<file path="config.mk">
export PLATFORM = sky130hd
export DESIGN_NAME = fetch_mem_arbiter
export DESIGN_NICKNAME = d
export VERILOG_FILES = /design/src/rtl/fetch_mem_arbiter.sv
export SDC_FILE = /design/constraint.sdc
export NUM_CORES = 1
export LEC_CHECK = 0
export ABC_AREA = 1
export ABC_CLOCK_PERIOD_IN_PS = 1200
export CAP_MARGIN = 20
export CORE_ASPECT_RATIO = 0.8
export CORE_MARGIN = 2
export CORE_UTILIZATION = 35
export DETAILED_ROUTE_END_ITERATION = 6
export PLACE_DENSITY_LB_ADDON = 0.08
export RECOVER_POWER = 50
export SETUP_SLACK_MARGIN = 0.15
export SYNTH_ARGS = -nofsm -noshare
export SYNTH_HDL_FRONTEND = slang
export SYNTH_SLANG_ARGS = --single-unit
</file>
<file path="constraint.sdc">
create_clock -name clk -period 1.2 [get_ports clk]
set_clock_uncertainty 0.05 [all_clocks]
set_input_delay 0.24 -clock clk [delete_from_list [all_inputs] [get_ports clk]]
set_output_delay 0.24 -clock clk [all_outputs]
set_load 0.05 [all_outputs]
</file>
<file path="src/rtl/fetch_mem_arbiter.sv">
// Shares one single-port, variable-latency RAM between instruction fetch and the data-memory stage.
// MEM wins arbitration, but a streak limit guarantees a waiting fetch is eventually granted.
module fetch_mem_arbiter #(
  parameter int ADDR_W         = 32,
  parameter int DATA_W         = 32,
  parameter int MAX_MEM_STREAK = 4,
  parameter int STREAK_W       = 3
) (
  input  logic              clk,
  input  logic              rst,
  input  logic              if_req,
  input  logic [ADDR_W-1:0] if_addr,
  output logic [DATA_W-1:0] if_rdata,
  output logic              if_ready,
  output logic              if_freeze,
  input  logic              mem_rd,
  input  logic              mem_wr,
  input  logic [ADDR_W-1:0] mem_addr,
  input  logic [DATA_W-1:0] mem_wdata,
  output logic [DATA_W-1:0] mem_rdata,
  output logic              mem_ready,
  output logic              mem_freeze,
  output logic              ram_req,
  output logic              ram_we,
  output logic [ADDR_W-1:0] ram_addr,
  output logic [DATA_W-1:0] ram_wdata,
  input  logic [DATA_W-1:0] ram_rdata,
  input  logic              ram_ack
);

  localparam logic [STREAK_W-1:0] LP_MAX_STREAK = STREAK_W'(MAX_MEM_STREAK);

  typedef enum logic [2:0] {
    S_IDLE,
    S_SERVE_MEM,
    S_SERVE_IF,
    S_RESP_MEM,
    S_RESP_IF
  } state_t;

  state_t              r_state;
  state_t              w_state_nxt;
  logic [STREAK_W-1:0] r_streak;
  logic                r_ram_we;
  logic [ADDR_W-1:0]   r_ram_addr;
  logic [DATA_W-1:0]   r_ram_wdata;
  logic [DATA_W-1:0]   r_if_rdata;
  logic [DATA_W-1:0]   r_mem_rdata;
  logic                w_memreq;
  logic                w_grant_mem;
  logic                w_grant_if;

  assign w_memreq = mem_rd | mem_wr;

  // Arbitration only happens in IDLE; the response cycle lets requesters advance first.
  always_comb begin
    w_grant_mem = 1'b0;
    w_grant_if  = 1'b0;
    if (r_state == S_IDLE) begin
      if (w_memreq && (!if_req || (r_streak < LP_MAX_STREAK))) begin
        w_grant_mem = 1'b1;
      end else if (if_req) begin
        w_grant_if = 1'b1;
      end
    end
  end

  always_ff @(posedge clk) begin
    if (!rst) begin
      r_state <= S_IDLE;
    end else begin
      r_state <= w_state_nxt;
    end
  end

  always_comb begin
    w_state_nxt = r_state;
    case (r_state)
      S_IDLE: begin
        if (w_grant_mem) begin
          w_state_nxt = S_SERVE_MEM;
        end else if (w_grant_if) begin
          w_state_nxt = S_SERVE_IF;
        end
      end
      S_SERVE_MEM: if (ram_ack) w_state_nxt = S_RESP_MEM;
      S_SERVE_IF:  if (ram_ack) w_state_nxt = S_RESP_IF;
      S_RESP_MEM:  w_state_nxt = S_IDLE;
      S_RESP_IF:   w_state_nxt = S_IDLE;
      default:     w_state_nxt = S_IDLE;
    endcase
  end

  always_comb begin
    ram_req   = (r_state == S_SERVE_MEM) || (r_state == S_SERVE_IF);
    mem_ready = (r_state == S_RESP_MEM);
    if_ready  = (r_state == S_RESP_IF);
  end

  // RAM-side request registers are loaded only on a grant, so they hold through wait states.
  always_ff @(posedge clk) begin
    if (!rst) begin
      r_ram_we    <= 1'b0;
      r_ram_addr  <= '0;
      r_ram_wdata <= '0;
    end else if (w_grant_mem) begin
      r_ram_we    <= mem_wr;
      r_ram_addr  <= mem_addr;
      r_ram_wdata <= mem_wdata;
    end else if (w_grant_if) begin
      r_ram_we    <= 1'b0;
      r_ram_addr  <= if_addr;
    end
  end

  always_ff @(posedge clk) begin
    if (!rst) begin
      r_if_rdata  <= '0;
      r_mem_rdata <= '0;
    end else begin
      if ((r_state == S_SERVE_IF) && ram_ack) begin
        r_if_rdata <= ram_rdata;
      end
      if ((r_state == S_SERVE_MEM) && ram_ack && !r_ram_we) begin
        r_mem_rdata <= ram_rdata;
      end
    end
  end

  // Streak counts MEM grants made while a fetch is waiting.
  always_ff @(posedge clk) begin
    if (!rst) begin
      r_streak <= '0;
    end else if (r_state == S_IDLE) begin
      if (w_grant_if || !if_req) begin
        r_streak <= '0;
      end else if (w_grant_mem && (r_streak != LP_MAX_STREAK)) begin
        r_streak <= r_streak + STREAK_W'(1);
      end
    end
  end

  assign ram_we     = r_ram_we;
  assign ram_addr   = r_ram_addr;
  assign ram_wdata  = r_ram_wdata;
  assign if_rdata   = r_if_rdata;
  assign mem_rdata  = r_mem_rdata;
  assign if_freeze  = if_req & ~if_ready;
  assign mem_freeze = w_memreq & ~mem_ready;

endmodule

</file>
==> metrics.txt, run 1 <==
share of Yosys cell area claimed by the top area cell type 50.9%; area of the mapped netlist 5310 sq um; cell type contributing the most total cell area after synthesis dfxtp_1; Post-Route Setup TNS -47.98 ns; worst setup slack after placement -0.733 ns; highest-count cells in the layout ignoring fill and taps buf_12, nor2_1, clkdlybuf4s50_1; area grow syn2layout 141%; number of H-tree levels 4; Antenna Nets Post-Route 0; number of warnings reported in the yosys synthesis log 0; combinational share of power approximately 54%; average routed wire per standard cell 19.0 um; cell-internal power roughly 0.016 W; most common cell after layout, fill and taps aside buf_12; wire length of the first global-routing pass 34.9 mm; Avg Cell Area, Syn between 7 and 8 sq um; fraction of final layout cells with drive strength greater than 1 57.9%; sink count of the clock tree 135; HPWL Detailed 12.4 mm; antenna diode count 0; fraction of the yosys area taken by sequential cells between 50% and 60%; endpoint class of the critical path flip-flop; number of cells produced by synthesis 720; maximum clock frequency 571 MHz; clock transition at the registers of the reported paths 0.07 ns; worst relative slew slack 78.4%; final worst hold slack 0.250 ns; total number of vias 6,325; post-route total power 0.0256 W; arrival time worst endpoint 2.02 ns; clock root buffer clkbuf_16; number of buffers created by CTS 17; clock insertion delay at the later pin of the skew report 0.42 ns; weighted congestion at the end of routability-driven global placement 0.783; switching share of power 38.6%; maximum number of pins on one net before global-route repair 51; nature of the critical path startpoint flip-flop; die span in y 114 um; startpoint-to-endpoint class of the critical path reg -> reg; initial core utilization 35.6%; TritonCTS clock tree built; Seq cells post-synth 135; time the worst path needs with I/O delays and setup 1.75 ns; total count of max-transition violations in the final report 0; outcome complete, but fails checks; syn_nets 856; power share of the sequential group roughly 26%; Cell Rows 40; number of distinct library cell variants in the gate-level netlist after synthesis 23; Hold Fails Final Rpt 0; Vias per Instance 4.88; wirelength, routed 24.6 mm; global route overflow 0; share of power burned in the clock network 20.4%; period utilization 146%; GRT Total Usage 28.1%; class of the tightest hold or removal check in -> reg; final net count roughly 1,200; number of buffers inserted by port buffering about 270; maximum clock path buffer count 2; Slew @ Worst Pin ~0.32 ns; Max-cap violations 0; full die area roughly 16,000 sq um; Net Switching roughly 0.0099 W; Setup-failing EPs final 205; First DRT Iteration DRCs 276; area inside the core boundary approximately 15,000 sq um; VDD IR max 0.00128 V; number of iterations in the first detailed-routing pass 5; Crit Path Max Fanout 5; Power Dens Cells 1990 nW/um^2; RSZ-0062 raised after global routing true; violated checks negative setup slack; overall die width roughly 140 um; initial antenna violation count 0; number of remaining DRC errors 0; setup ws final -0.553 ns; vias in the first global route between 6,000 and 7,000; top post-synthesis cells by area dfxtp_1, nor2_1, o21ai_0; ports placed on the boundary 268; leakage power figure 5.42 nW; Critical Path RT 1.47 ns; number of fill cells a little over 700
[cell usage after synthesis]
cell type and count:
clkbuf_1 21, nand3_1 3, nor2_4 2, or2_2 32, buf_6 3, inv_2 5
dfxtp_1 135, buf_2 16, nor2_2 1, nand4_1 1, buf_1 2, o21ai_1 7
xor2_1 1, nor3_1 2, o21ai_0 124, inv_1 41, buf_4 3, nand2_2 1
a21oi_1 37, nand3_4 1, ha_1 2, nand2_1 78, nor2_1 202
[path summary, 6_finish.rpt]
kind / start / to / slack, ns / depth (start not counted)
hold / removal: rst / r_state[2]$_SDFFE_PN0P_ / 0.25 / 3
setup reg to reg: r_state[2]$_SDFFE_PN0P_ / ram_wdata[27]$_SDFFE_PN0N_ / -0.55 / 10
hold reg to reg: mem_rdata[1]$_SDFFE_PN0P_ / mem_rdata[1]$_SDFFE_PN0P_ / 0.46 / 2
setup / recovery: r_state[2]$_SDFFE_PN0P_ / ram_wdata[27]$_SDFFE_PN0N_ / -0.55 / 10
[worst max-delay path, stage by stage, from the launching register on]
cell	delay (ns)
dfxtp_4	0.36
inv_4	0.07
buf_4	0.11
nand3_4	0.08
buf_6	0.13
nor2_4	0.19
buf_6	0.14
buf_12	0.11
buf_16	0.11
o21ai_1	0.06
nor2_1	0.24
[per-stage QoR]
stage | util (%) | cells | instance area (sq um)
floorplan | - | 720 | 5490
global placement | 66.1 | 1167 | 9860
detailed placement | 66.1 | 1167 | 9860
CTS | 82.5 | 1270 | 12300
global route | 85.9 | 1295 | 12800
finish | 85.9 | 1295 | 12800
[metal layers]
metal,share of wire (%),up-vias,GRT usage (%)
li1,-,3042,-
met1,37,2976,31.7
met2,52,251,49.7
met3,7.8,56,8.66
met4,3.1,0,11.3
met5,0,-,0
[registers in the layout (all words and copies together) (netlist names)]
name / cells
r_state: 3
ram_wdata: 32
mem_rdata: 32
r_streak: 3
if_rdata: 32
ram_we: 1
ram_addr: 32
[power groups by stage]
stage               clock network [W]  logic (W)  registers, W
floorplan                           0    0.00232       0.00881
global placement                    0     0.0100       0.00633
detailed placement                  0     0.0101       0.00635
CTS                           0.00517     0.0128       0.00648
global route                  0.00546     0.0143       0.00665
finish                        0.00521     0.0138       0.00656
[repair_timing]
item | in CTS | in global routing
hold buffers | 0 | 0
pin swaps | 45 | 51
gates resized for setup | 374 | 109
setup buffers | 47 | 24
setup endpoints to repair | 268 | 269
cloned | 24 | 1
[cells by family (layout without fill, tap and decap cells)]
| group | after synthesis | count (layout) | synth area share (%) |
|---|---|---|---|
| xor gates and xnor gates | 1 | 1 | 0.165 |
| AOI/OAI and AO/OA | 168 | 168 | 15.8 |
| DFF | 135 | 135 | 50.9 |
| buffers and inverters | 91 | 477 | 7.45 |
| and+or+nand+nor | 323 | 323 | 25.2 |
| adders and majority gates | 2 | 2 | 0.471 |
[area by class of cell]
cell class	instances	area [sq um]	area share (%)
clock buffers	20	447	3.48
clock inverters	12	126	0.986
inverters	46	198	1.54
multi-input cells	494	2970	23.2
flip-flops and latches	135	2930	22.9
well taps	189	236	1.84
repair buffers	399	5910	46.1
(Power assumes the default switching activity.)
==> run 2: changes to the inputs <==
--- a/config.mk
+++ b/config.mk
@@ -5,13 +5,13 @@
 export SDC_FILE = /design/constraint.sdc
 export NUM_CORES = 1
 export LEC_CHECK = 0
-export ABC_AREA = 1
 export ABC_CLOCK_PERIOD_IN_PS = 1200
 export CAP_MARGIN = 20
 export CORE_ASPECT_RATIO = 0.8
 export CORE_MARGIN = 2
 export CORE_UTILIZATION = 35
 export DETAILED_ROUTE_END_ITERATION = 6
+export MAX_ROUTING_LAYER = met4
 export PLACE_DENSITY_LB_ADDON = 0.08
 export RECOVER_POWER = 50
 export SETUP_SLACK_MARGIN = 0.15
==> run 2 against run 1 <==
Effect of this change: critical path type unchanged; synthesized cell count shrank 17%; maximum frequency shrank 1.3%; largest cell class unchanged; the run still ends with negative setup slack left; first-iteration DRC count grew 49%; core utilization grew 2.1 points.
==> metrics.txt, run 2 <==
weighted congestion at the end of routability-driven global placement 0.784 (+0.20%); busiest layer in global routing met2; clock transition at the registers of the reported paths 0.06 ns (about the same); Crit Path Max Fanout 8 (+3); number of H-tree levels 4 (unchanged); top post-synthesis cells by area dfxtp_1, a21oi_1, o221a_1; Avg Cell Area, Syn 9.06 sq um (+23%); number of synthesized flops with an enable pin 0 (unchanged); Vias per Instance 5.71 (+17%); startpoint of the lowest-slack register-to-register path r_state[1]$_SDFFE_PN0P_; highest-count cells in the layout ignoring fill and taps buf_12, clkdlybuf4s50_1, dfxtp_2; number of buffers inserted by port buffering 267 (unchanged); First DRT Iteration DRCs 410 (+49%); area inside the core boundary 15,100 sq um (+1.3%); global route overflow 0 (unchanged); outcome complete, but fails checks; most used flip-flop cell after synthesis dfxtp_1; area of combinational cells with multiple inputs 3540 sq um (+19%); area grow syn2layout 144%; Power Dens Cells 1400 nW/um^2 (-30%); die span in y 116 um (+1.2%); number of cells produced by synthesis 601 (-17%); maximum number of pins on one net before global-route repair 34 (-33%); Slew @ Worst Pin 0.418 ns (+0.0943 ns); HPWL Detailed 13.7 mm (+11%); origin of the worst setup path r_state[1]$_SDFFE_PN0P_; nature of the critical path startpoint flip-flop; violated checks negative setup slack; period utilization 148% (+2.0 points); Critical Path RT 1.51 ns (+0.04 ns); average routed wire per standard cell 24.1 um (+27%); FF/Latch Area 2890 sq um (-1.3%); time the worst path needs with I/O delays and setup 1.78 ns (+0.0239 ns); wirelength, routed 28.6 mm (+16%); TritonCTS clock tree built; start point of the worst hold path mem_wdata[16]; area of the mapped netlist 5440 sq um (+2.6%); multiplexer fraction of the synthesized cell area 0.207% (+0.21 points); met1 layer usage reported by global route 37.6% (+5.9 points); Max-cap violations 0 (unchanged); clock root buffer clkbuf_16; Synth Area in Compound Gates 28.8% (+13 points); post-layout instance count excluding filler cells 1,188 (-8.3%); final net count 1,100 (-10%); total count of max-transition violations in the final report 0 (unchanged); Hold Fails Final Rpt 0 (unchanged); number of fill cells 644 (-11%); reg2reg path depth 8 (-2); sink count of the clock tree 135 (unchanged); global routing met3 resource utilization 7.69% (-0.97 points); maximum clock path buffer count 2 (unchanged); adder-cell share of the synthesized area 0.460% (-0.012 points); overall die width 143 um (+1.2%); ports placed on the boundary 268 (unchanged); Antenna Nets Post-Route 0 (unchanged); hold buffer count at cts 0 (unchanged); destination of the critical timing path mem_rdata[30]$_SDFFE_PN0P_; arrival time worst endpoint 2.08 ns (+0.06 ns); fraction of the yosys area taken by sequential cells 49.6% (-1.3 points); VDD IR max 0.00118 V (-7.8%); Cell Rows 40 (unchanged); worst relative slew slack 72.2% (-6.3 points); number of distinct library cell variants in the gate-level netlist after synthesis 34 (+48%); Commonest cells post-synth dfxtp_1, a21oi_1, nand2_1; library cell with the highest instance count after synthesis dfxtp_1; Seq cells post-synth 135 (unchanged); worst reg-to-reg setup slack -0.58 ns (-0.02 ns); vias in the first global route 6,834 (+5.3%); initial core utilization 36.0% (+0.43 points); GRT Total Usage 31.7% (+3.6 points); maximum clock frequency 563 MHz (-1.3%); number of remaining DRC errors 0 (unchanged); leakage power figure 5.04 nW (-7.0%); cell count after placement 1,042 (-11%); class of the tightest hold or removal check in -> reg; most common cell after layout, fill and taps aside buf_12; Setup-failing EPs final 255 (+24%); cell type contributing the most total cell area after synthesis dfxtp_1; share of Yosys cell area claimed by the top area cell type 49.6% (-1.3 points); RSZ-0062 raised after global routing true; met2 usage 52.3% (+2.5 points); parity-gate share of the synthesized area counting xor and xnor cells 0.161% (-0.0041 points); number of buffers created by CTS 17 (unchanged); wire length of the first global-routing pass 38.7 mm (+11%); total number of vias 6,784 (+7.3%); initial antenna violation count 1 (+1); endpoint class of the critical path flip-flop; share of flip-flops with an asynchronous set or reset after synthesis 0% (unchanged); startpoint-to-endpoint class of the critical path reg -> reg; Reg2Reg Capture Point mem_rdata[30]$_SDFFE_PN0P_; number of warnings reported in the yosys synthesis log 0 (unchanged); worst setup slack after placement -0.820 ns (-0.0866 ns); main combinational cell family by area after synthesis compound AO/OA/AOI/OAI gates; clock insertion delay at the later pin of the skew report 0.42 ns (about the same); number of iterations in the first detailed-routing pass 4 (-1); setup ws final -0.576 ns (-0.0239 ns); syn_nets 737 (-14%); synthesized-area fraction occupied by and/or/nand/nor cells 13.4% (-12 points); final worst hold slack 0.338 ns (+0.0877 ns); fraction of final layout cells with drive strength greater than 1 66.5% (+8.7 points); full die area 16,600 sq um (+2.5%)
## run 2: critical path, stage by stage, from the launching register on
cell and delay [ns]:
dfxtp_2 0.33, buf_8 0.14, buf_6 0.12, buf_6 0.11, and4bb_4 0.40, buf_6 0.14, buf_16 0.14, nand3_2 0.12
a21oi_2 0.15
## run 2: worst min-delay path by stage
stage                                             to  slack [ns]  depth (start not counted)
final                     ram_wdata[16]$_SDFFE_PN0N_        0.34                          3
after global routing      ram_wdata[14]$_SDFFE_PN0N_        0.34                          3
after CTS                 ram_wdata[28]$_SDFFE_PN0N_        0.31                          3
after detailed placement    r_streak[0]$_SDFFE_PN0P_        0.43                          2
after global placement      r_streak[1]$_SDFFE_PN0P_        0.40                          2
after floorplan             if_rdata[0]$_SDFFE_PN0P_        0.33                          2
## run 2: logic make-up (layout without fill, tap and decap cells)
logic type      Yosys count  in the layout
compound gates          234            235
xor+xnor                  1              1
fa+ha+maj                 2              2
buf+inv                  75            449
flops                   135            135
mux                       1              1
other cells               0              1
simple gates            153            154
## run 2: layout make-up
type	count	area share (%)
antenna	1	0.0188
clock inverter	15	1.71
tap	210	1.97
multi-input combinational	393	26.6
clock buffer	17	3.20
inverter	5	0.150
sequential	135	21.7
timing repair buffer	412	44.6
## run 2: routing by layer
layer / wire length [um] / up-vias
met4: 857 / 0
met1: 11400 / 3423
li1: - / 2966
met2: 14400 / 322
met5: 0 / -
met3: 1970 / 73
## run 2: repair_timing
item | in CTS | in global routing
setup buffers | 66 | 23
gates resized for setup | 309 | 166
setup endpoints to repair | 269 | 269
pin swaps | 68 | 110
hold endpoints to repair | 0 | 0
cloned | 21 | 3
## run 2: stage by stage
| stage | TNS [ns] | power [W] | area [sq um] | utilization, % |
|---|---|---|---|---|
| 2_1_floorplan | -13.67 | 0.00775 | 5590 | - |
| 3_3_place_gp | -74.19 | 0.0102 | 9820 | 65.0 |
| 3_5_place_dp | -80.29 | 0.0103 | 9820 | 65.0 |
| 4_1_cts | -49.23 | 0.0177 | 12300 | 81.6 |
| 5_1_grt | -67.87 | 0.0191 | 13300 | 88.0 |
| 6_report | -58.77 | 0.0186 | 13300 | 88.0 |
## run 2: power breakdown
group          switching, W  internal [W]
Sequential         0.000433       0.00495
Clock               0.00216       0.00370
Combinational       0.00359       0.00381
Total               0.00619        0.0125
==> run 3: changes to the inputs <==
--- a/config.mk
+++ b/config.mk
@@ -13,7 +13,6 @@
 export DETAILED_ROUTE_END_ITERATION = 6
 export MAX_ROUTING_LAYER = met4
 export PLACE_DENSITY_LB_ADDON = 0.08
-export RECOVER_POWER = 50
 export SETUP_SLACK_MARGIN = 0.15
 export SYNTH_ARGS = -nofsm -noshare
 export SYNTH_HDL_FRONTEND = slang
==> results of run 3 <==
No change in the layout: final DEF, timing and power equal those of run 2.
